**config.mk**
```make
export PLATFORM = sky130hd
export DESIGN_NAME = eth_avst_adapter_tx
export DESIGN_NICKNAME = d
export VERILOG_FILES = /design/src/rtl/eth_avst_adapter_tx.sv
export SDC_FILE = /design/constraint.sdc
export NUM_CORES = 2
export LEC_CHECK = 0
export CORE_AREA = 2 2 409 411
export CTS_CLUSTER_SIZE = 40
export DETAILED_ROUTE_END_ITERATION = 16
export DIE_AREA = 0 0 411 413
export DONT_BUFFER_PORTS = 1
export PLACE_DENSITY = 0.61
export REMOVE_ABC_BUFFERS = 1
export SYNTH_ARGS = -nofsm -noshare
export SYNTH_HDL_FRONTEND = slang
export SYNTH_SLANG_ARGS = --single-unit
```
**constraint.sdc**
```tcl
create_clock -name clk -period 61.8 [get_ports clk]
set_input_delay 15.45 -clock clk [delete_from_list [all_inputs] [get_ports clk]]
set_output_delay 15.45 -clock clk [all_outputs]
set_load 0.1 [all_outputs]
```
**src/rtl/eth_avst_adapter_tx.sv**
```systemverilog
// rtl/eth_avst_adapter_tx.sv - MFB (SOF on any block) to byte-0-aligned 512-bit Avalon-ST TX adapter
module eth_avst_adapter_tx #(
  parameter int MFB_REGIONS     = 1,
  parameter int MFB_REGION_SIZE = 8,
  parameter int MFB_BLOCK_SIZE  = 8,
  parameter int MFB_ITEM_WIDTH  = 8
) (
  input  logic                                                                    clk,
  input  logic                                                                    rst,
  input  logic [MFB_REGIONS*MFB_REGION_SIZE*MFB_BLOCK_SIZE*MFB_ITEM_WIDTH-1:0]   rx_mfb_data,
  input  logic [2:0]                                                              rx_mfb_sof_pos,
  input  logic [5:0]                                                              rx_mfb_eof_pos,
  input  logic                                                                    rx_mfb_sof,
  input  logic                                                                    rx_mfb_eof,
  input  logic                                                                    rx_mfb_src_rdy,
  output logic                                                                    rx_mfb_dst_rdy,
  output logic [MFB_REGIONS*MFB_REGION_SIZE*MFB_BLOCK_SIZE*MFB_ITEM_WIDTH-1:0]   tx_avst_data,
  output logic                                                                    tx_avst_sop,
  output logic                                                                    tx_avst_eop,
  output logic [5:0]                                                              tx_avst_empty,
  output logic                                                                    tx_avst_valid,
  input  logic                                                                    tx_avst_ready
);
  localparam int DATA_W = MFB_REGIONS*MFB_REGION_SIZE*MFB_BLOCK_SIZE*MFB_ITEM_WIDTH;

  typedef enum logic [1:0] {IDLE, DIRECT, LAG, FLUSH} state_t;

  state_t state, state_nxt, after_q, after_nxt;
  logic [DATA_W-1:0] reg_q, upper, lag_data, data_nxt;
  logic [2*DATA_W-1:0] cat;
  logic [2:0] s_q, s_nxt, bs_q, bs_nxt;
  logic [5:0] e_q, e_nxt, s_bytes, empty_nxt;
  logic sop_pend, sop_pend_nxt, valid_nxt, sop_nxt, eop_nxt;
  logic load, acc;

  assign load           = !tx_avst_valid || tx_avst_ready;
  assign rx_mfb_dst_rdy = load && (state != FLUSH) && !rst;
  assign acc            = rx_mfb_src_rdy && rx_mfb_dst_rdy;
  assign s_bytes        = {s_q, 3'b000};

  // Window starts at byte S of REG; in FLUSH only REG bytes are meaningful.
  assign upper    = (state == FLUSH) ? '0 : rx_mfb_data;
  assign cat      = {upper, reg_q};
  assign lag_data = DATA_W'(cat >> {s_q, 6'b000000});

  always_comb begin
    state_nxt    = state;
    after_nxt    = after_q;
    s_nxt        = s_q;
    bs_nxt       = bs_q;
    e_nxt        = e_q;
    sop_pend_nxt = sop_pend;
    valid_nxt    = tx_avst_valid && !tx_avst_ready;
    data_nxt     = tx_avst_data;
    sop_nxt      = tx_avst_sop;
    eop_nxt      = tx_avst_eop;
    empty_nxt    = tx_avst_empty;
    case (state)
      IDLE: begin
        if (acc && rx_mfb_sof) begin
          if (rx_mfb_sof_pos == 3'd0) begin
            valid_nxt = 1'b1;
            data_nxt  = rx_mfb_data;
            sop_nxt   = 1'b1;
            eop_nxt   = rx_mfb_eof;
            empty_nxt = rx_mfb_eof ? 6'd63 - rx_mfb_eof_pos : 6'd0;
            state_nxt = rx_mfb_eof ? IDLE : DIRECT;
          end else begin
            s_nxt        = rx_mfb_sof_pos;
            sop_pend_nxt = 1'b1;
            e_nxt        = rx_mfb_eof_pos;
            after_nxt    = IDLE;
            state_nxt    = rx_mfb_eof ? FLUSH : LAG;
          end
        end
      end
      DIRECT: begin
        if (acc) begin
          valid_nxt = 1'b1;
          data_nxt  = rx_mfb_data;
          sop_nxt   = 1'b0;
          eop_nxt   = rx_mfb_eof;
          empty_nxt = rx_mfb_eof ? 6'd63 - rx_mfb_eof_pos : 6'd0;
          if (rx_mfb_eof) begin
            state_nxt    = rx_mfb_sof ? LAG : IDLE;
            s_nxt        = rx_mfb_sof_pos;
            sop_pend_nxt = rx_mfb_sof;
          end
        end
      end
      LAG: begin
        if (acc) begin
          valid_nxt    = 1'b1;
          data_nxt     = lag_data;
          sop_nxt      = sop_pend;
          sop_pend_nxt = 1'b0;
          eop_nxt      = 1'b0;
          empty_nxt    = 6'd0;
          if (rx_mfb_eof && (rx_mfb_eof_pos < s_bytes)) begin
            eop_nxt   = 1'b1;
            empty_nxt = s_bytes - rx_mfb_eof_pos - 6'd1;
            if (rx_mfb_sof) begin
              s_nxt        = rx_mfb_sof_pos;
              sop_pend_nxt = 1'b1;
            end else begin
              state_nxt = IDLE;
            end
          end else if (rx_mfb_eof) begin
            // Frame tail still sits in this word; a following frame's head stays in REG too.
            e_nxt     = rx_mfb_eof_pos;
            bs_nxt    = rx_mfb_sof_pos;
            after_nxt = rx_mfb_sof ? LAG : IDLE;
            state_nxt = FLUSH;
          end
        end
      end
      FLUSH: begin
        if (load) begin
          valid_nxt    = 1'b1;
          data_nxt     = lag_data;
          sop_nxt      = sop_pend;
          eop_nxt      = 1'b1;
          empty_nxt    = 6'd63 - (e_q - s_bytes);
          state_nxt    = after_q;
          s_nxt        = bs_q;
          sop_pend_nxt = (after_q == LAG);
        end
      end
      default: state_nxt = IDLE;
    endcase
  end

  always_ff @(posedge clk or posedge rst) begin
    if (rst) begin
      state         <= IDLE;
      after_q       <= IDLE;
      reg_q         <= '0;
      s_q           <= '0;
      bs_q          <= '0;
      e_q           <= '0;
      sop_pend      <= 1'b0;
      tx_avst_valid <= 1'b0;
      tx_avst_data  <= '0;
      tx_avst_sop   <= 1'b0;
      tx_avst_eop   <= 1'b0;
      tx_avst_empty <= '0;
    end else begin
      state         <= state_nxt;
      after_q       <= after_nxt;
      s_q           <= s_nxt;
      bs_q          <= bs_nxt;
      e_q           <= e_nxt;
      sop_pend      <= sop_pend_nxt;
      tx_avst_valid <= valid_nxt;
      tx_avst_data  <= data_nxt;
      tx_avst_sop   <= sop_nxt;
      tx_avst_eop   <= eop_nxt;
      tx_avst_empty <= empty_nxt;
      if (acc) reg_q <= rx_mfb_data;
    end
  end

  always_ff @(posedge clk) begin
    if (!rst && acc) begin
      assert (!(rx_mfb_sof && !rx_mfb_eof && (state == DIRECT || state == LAG)));
      assert (!(rx_mfb_eof && !rx_mfb_sof && state == IDLE));
    end
  end
endmodule

```
== Word level (Yosys, flattened, before mapping) ==
Cells that the tools add are included.

* Output and inout bits: 522
* Bits of input ports: 527
* Flip-flop bits (word level): 1050
* Logic and storage cells: 133

* Add/sub/neg operators: 5
* Bitwise operators: 1
* $lt $le $gt $ge: 1
* Eq/ne operators: 18
* Shifts and indexed selects: 1
* Reductions and logical operators: 20
* Mux-type cells: 75

{| class="wikitable"
|+ Operators by type and width
! operator !! count
|-
| 512-bit two-way mux || 6
|-
| 512-bit one-hot mux with 4 select lines || 1
|-
| 1024-bit by 9-bit >> shifter with 512-bit output || 1
|-
| 6-bit two-way mux || 12
|-
| 2-bit two-way mux || 14
|-
| 1-bit two-way mux || 25
|-
| 3-bit two-way mux || 8
|-
| 2-bit inequality test (second input constant) || 12
|-
| 6-bit one-hot mux with 4 select lines || 1
|-
| 1-bit one-hot mux with 4 select lines || 3
|-
| 3-bit one-hot mux with 4 select lines || 1
|-
| 6-bit one-hot mux with 2 select lines || 1
|-
| 6-bit AND reduction || 2
|-
| 6-bit subtractor || 2
|-
| 6-bit subtractor (first input constant) || 2
|-
| 2-bit one-hot mux with 4 select lines || 1
|-
| 8-bit AND reduction || 1
|-
| 7-bit AND reduction || 1
|-
| 2-bit equality test (second input constant) || 3
|-
| 1-bit logical AND || 6
|-
| 6-bit < comparator || 1
|-
| 3-bit inequality test (second input constant) || 2
|-
| 6-bit by 1-bit subtractor with 6-bit output (second input constant) || 1
|-
| 5-bit AND reduction || 1
|-
| 11 further kinds || 13
|}

== Logic depth before layout (Yosys ltp) ==
* Depth after elaboration: 8
* Mapped depth: 11
* Gate-level depth less buffers: 8

== Worst setup path before layout ==
No wires, ideal clock.

* Path kind: in2out
* From: input rst
* To: output rx_mfb_dst_rdy
* Slack: 6315 ps
* Path buffers: 0
* Data required time: 46350 ps
* Arrival time: 40035 ps
* Stages: 2
* Path through: inv_1 and3_1

* Cells in the longest elaborated chain, start to end: 2

{| class="wikitable"
|+ RTL lines
! item !! line !! source
|-
| from (decl) || 9 || <nowiki>input logic rst,</nowiki>
|-
| 1-bit logical NOT || -- ||
|-
| 1-bit logical AND || 37 || <nowiki>assign rx_mfb_dst_rdy = load && (state != FLUSH) && !rst;</nowiki>
|-
| to (decl) || 16 || <nowiki>output logic rx_mfb_dst_rdy,</nowiki>
|}

Every way passes these cells.

== Worst setup path after layout ==
* From: input tx_avst_ready
* To: output rx_mfb_dst_rdy

* Cells in the longest elaborated chain, start to end: 3

{| class="wikitable"
|+ RTL lines
! item !! line !! source
|-
| from (decl) || 22 || <nowiki>input logic tx_avst_ready</nowiki>
|-
| 1-bit logical OR || 36 || <nowiki>assign load = !tx_avst_valid || tx_avst_ready;</nowiki>
|-
| 1-bit logical AND (2 in a row) || 37 ||
|}

Every way passes these cells.

==> run metrics <==
CTS tree built; crit path kind primary input to primary output; setup tns final 0 ps; CTS Buffer Depth 3; Clk pin slew, worst setup/hold paths 50 ps; initial antenna violation count 12; relative max-transition margin 0.0159; number of synthesized flops with an enable pin 0; status finished, violations left; Routed WL per cell 32.1 um; fin crit share 0.521; Initial DRT Pass Iterations 6; FP Rows 150; crit-path max cell delay 890 ps; Core ar. 166,000 um2; Initial Utilization 0.401; Setup Skew 33.8 ps; FF-to-FF setup slack 55,880 ps; clock sink count 1,049; Hold Crit Class flip-flop to flip-flop; fmax 31.0 MHz; CP bufs+invs 0; Synth area leaders dfrtp_1, nand2_1, mux4_2; CP startpoint kind primary input; CTS buffer count 130; Post-CTS Setup Repair Bufs 0; required time worst endpoint 46,350 ps; area grow syn2layout 7.79%; Fin. Hold Viols 0; post-synth top area cell dfrtp_1; family with the most delay on the worst path simple AND/OR/NAND/NOR gates; post-synthesis simple-gate area fraction 0.155; Reg area 26,300 um2; Avg Vias per Cell 6.72; slowest library cell on the worst path and3_1; # IOs 1,049; Final WS setup 29,590 ps; # placed instances 8,949; Overflow after GRT 0; Synth Area in Adders 0.00154; H-tree Lvls 4; DIE HEIGHT 413 um; Slew Limit Fails 0; Die Wd 411 um; top-count cell post-synth nand2_1; pin count of the biggest net entering global routing 191; Syn Inst Count 7,329; FF+latch count, synth 1,049; Iter 0 DRT Violations 7,659; die area 170,000 um2; vias after detailed routing 61.7k; nets@finish 7,411; CP arrival 16,760 ps; fillers 16.2k; RSZ-0062 raised after global routing no; non-filler cells, final 9,188; Hold Buf Count CTS 0; failing checks max-capacitance violations; Final Core Density 0.433; gr usage total 0.336; layout cells sized above 1 0.142; XOR/XNOR Fraction of Synth Area 0.000394; Final min period 32,210 ps; CP endpoint kind primary output; asr flop ratio synth 1.00; Final Wtd Congestion 0.938; vias in the first global route 59.1k; max-cap violations 1; Avg Inst Size Synth 9.09 um2; total wire length 295,000 um; worst path cell trace nand2b_1 -> and3_1; Post-Place Setup Slack 29,530 ps; # setup viols final 0; Syn Std Cell Area 66,600 um2; Seq/Total Area, Yosys 0.394; top_reg_cell synth dfrtp_1; Netlist cell types 69; IO buf count 0; Yosys top cell area share 0.394; Compound-Gate Fraction of Synth Area 0.186; global-route wire length before repair 424,000 um; largest family of logic cells by synthesized area multiplexers; slew of the pin with the lowest slew margin 1470 ps; synth warn 0; multiplexer share of the synthesized area 0.213; Worst Path Max Fanout 8; synth cell count leaders nand2_1, dfrtp_1, clkbuf_1, o21ai_1, mux2i_1; # DRC 0; clock latency on the worst-skew pair 820 ps; antenna-violating nets left 0; Multi-input gate area 37,200 um2; Detailed Place HPWL 186,000 um; cts repair resizes 0; CTS Root Cell clkbuf_16
layout make-up:
| cell class | instances | area share |
|---|---|---|
| flip-flops and latches | 1049 | 0.366 |
| multi-input cells | 5567 | 0.519 |
| inverters | 9 | 0.000854 |
| diodes | 8 | 0.000279 |
| well taps | 2204 | 0.0384 |
| repair buffers | 120 | 0.0146 |
| clock inverters | 45 | 0.00906 |
| clock buffers | 186 | 0.0522 |
layer usage:
metal | up-vias | routed length (um) | GRT usage | part of all wire
met5 | - | 55 | 0 | 0.00019
li1 | 25766 | - | - | -
met4 | 8 | 22500 | 0.221 | 0.076
met1 | 30531 | 104000 | 0.398 | 0.35
met3 | 1085 | 40100 | 0.134 | 0.14
met2 | 4344 | 129000 | 0.505 | 0.44
kinds of logic after synthesis:
group | after synthesis
multiplexers | 977
flip-flops | 1049
AO/OA/AOI/OAI | 1921
XOR/XNOR | 3
adder cells (fa/ha/maj) | 7
buffers and inverters | 713
AND/OR/NAND/NOR | 2659
registers in the layout (all words and copies together), names as in the netlist:
| signal | count |
|---|---|
| bs_q | 3 |
| state | 2 |
| s_q | 3 |
| sop_pend | 1 |
| tx_avst_empty | 6 |
| tx_avst_valid | 1 |
| after_q | 1 |
| tx_avst_sop | 1 |
| e_q | 6 |
| tx_avst_data | 512 |
| reg_q | 512 |
| tx_avst_eop | 1 |
final timing paths:
check / depth (start not counted) / start / end
hold reg to reg: 2 / reg_q[36] / reg_q[36]
setup reg to reg: 8 / tx_avst_valid / reg_q[294]
min in group asynchronous: 1 / rst / reg_q[308]
setup / recovery: 2 / tx_avst_ready / rx_mfb_dst_rdy
hold / removal: 2 / reg_q[36] / reg_q[36]
max in group asynchronous: 5 / rst / tx_avst_data[131]
stage by stage:
step                instance area, um2  hold WS, ps
floorplan                        63300          441
global placement                 67400          454
detailed placement               67400          461
CTS                              71800          476
global route                     71800          489
finish                           71800          472
placed cells by master, fill, tap and decap left out, types with 29 or more instances in the layout:
master	Yosys	final
buf_4	28	108
nor2b_1	70	68
a221oi_1	79	79
a31oi_1	143	143
nand3_1	87	84
mux4_2	324	324
mux2_2	264	264
dfrtp_1	1049	1044
o221ai_2	32	32
nand2_1	2288	2274
mux2i_1	374	374
clkbuf_16	0	131
o21ai_0	292	292
nor2_1	184	181
a22oi_1	61	61
clkbuf_1	406	29
o22ai_1	358	358
a221o_1	43	43
a211oi_1	33	33
o21ai_1	401	401
o221ai_1	193	193
a21oi_1	194	194
Power is not shown: default switching activity piles up to over one toggle a cycle in this logic, so the estimate is an artifact.
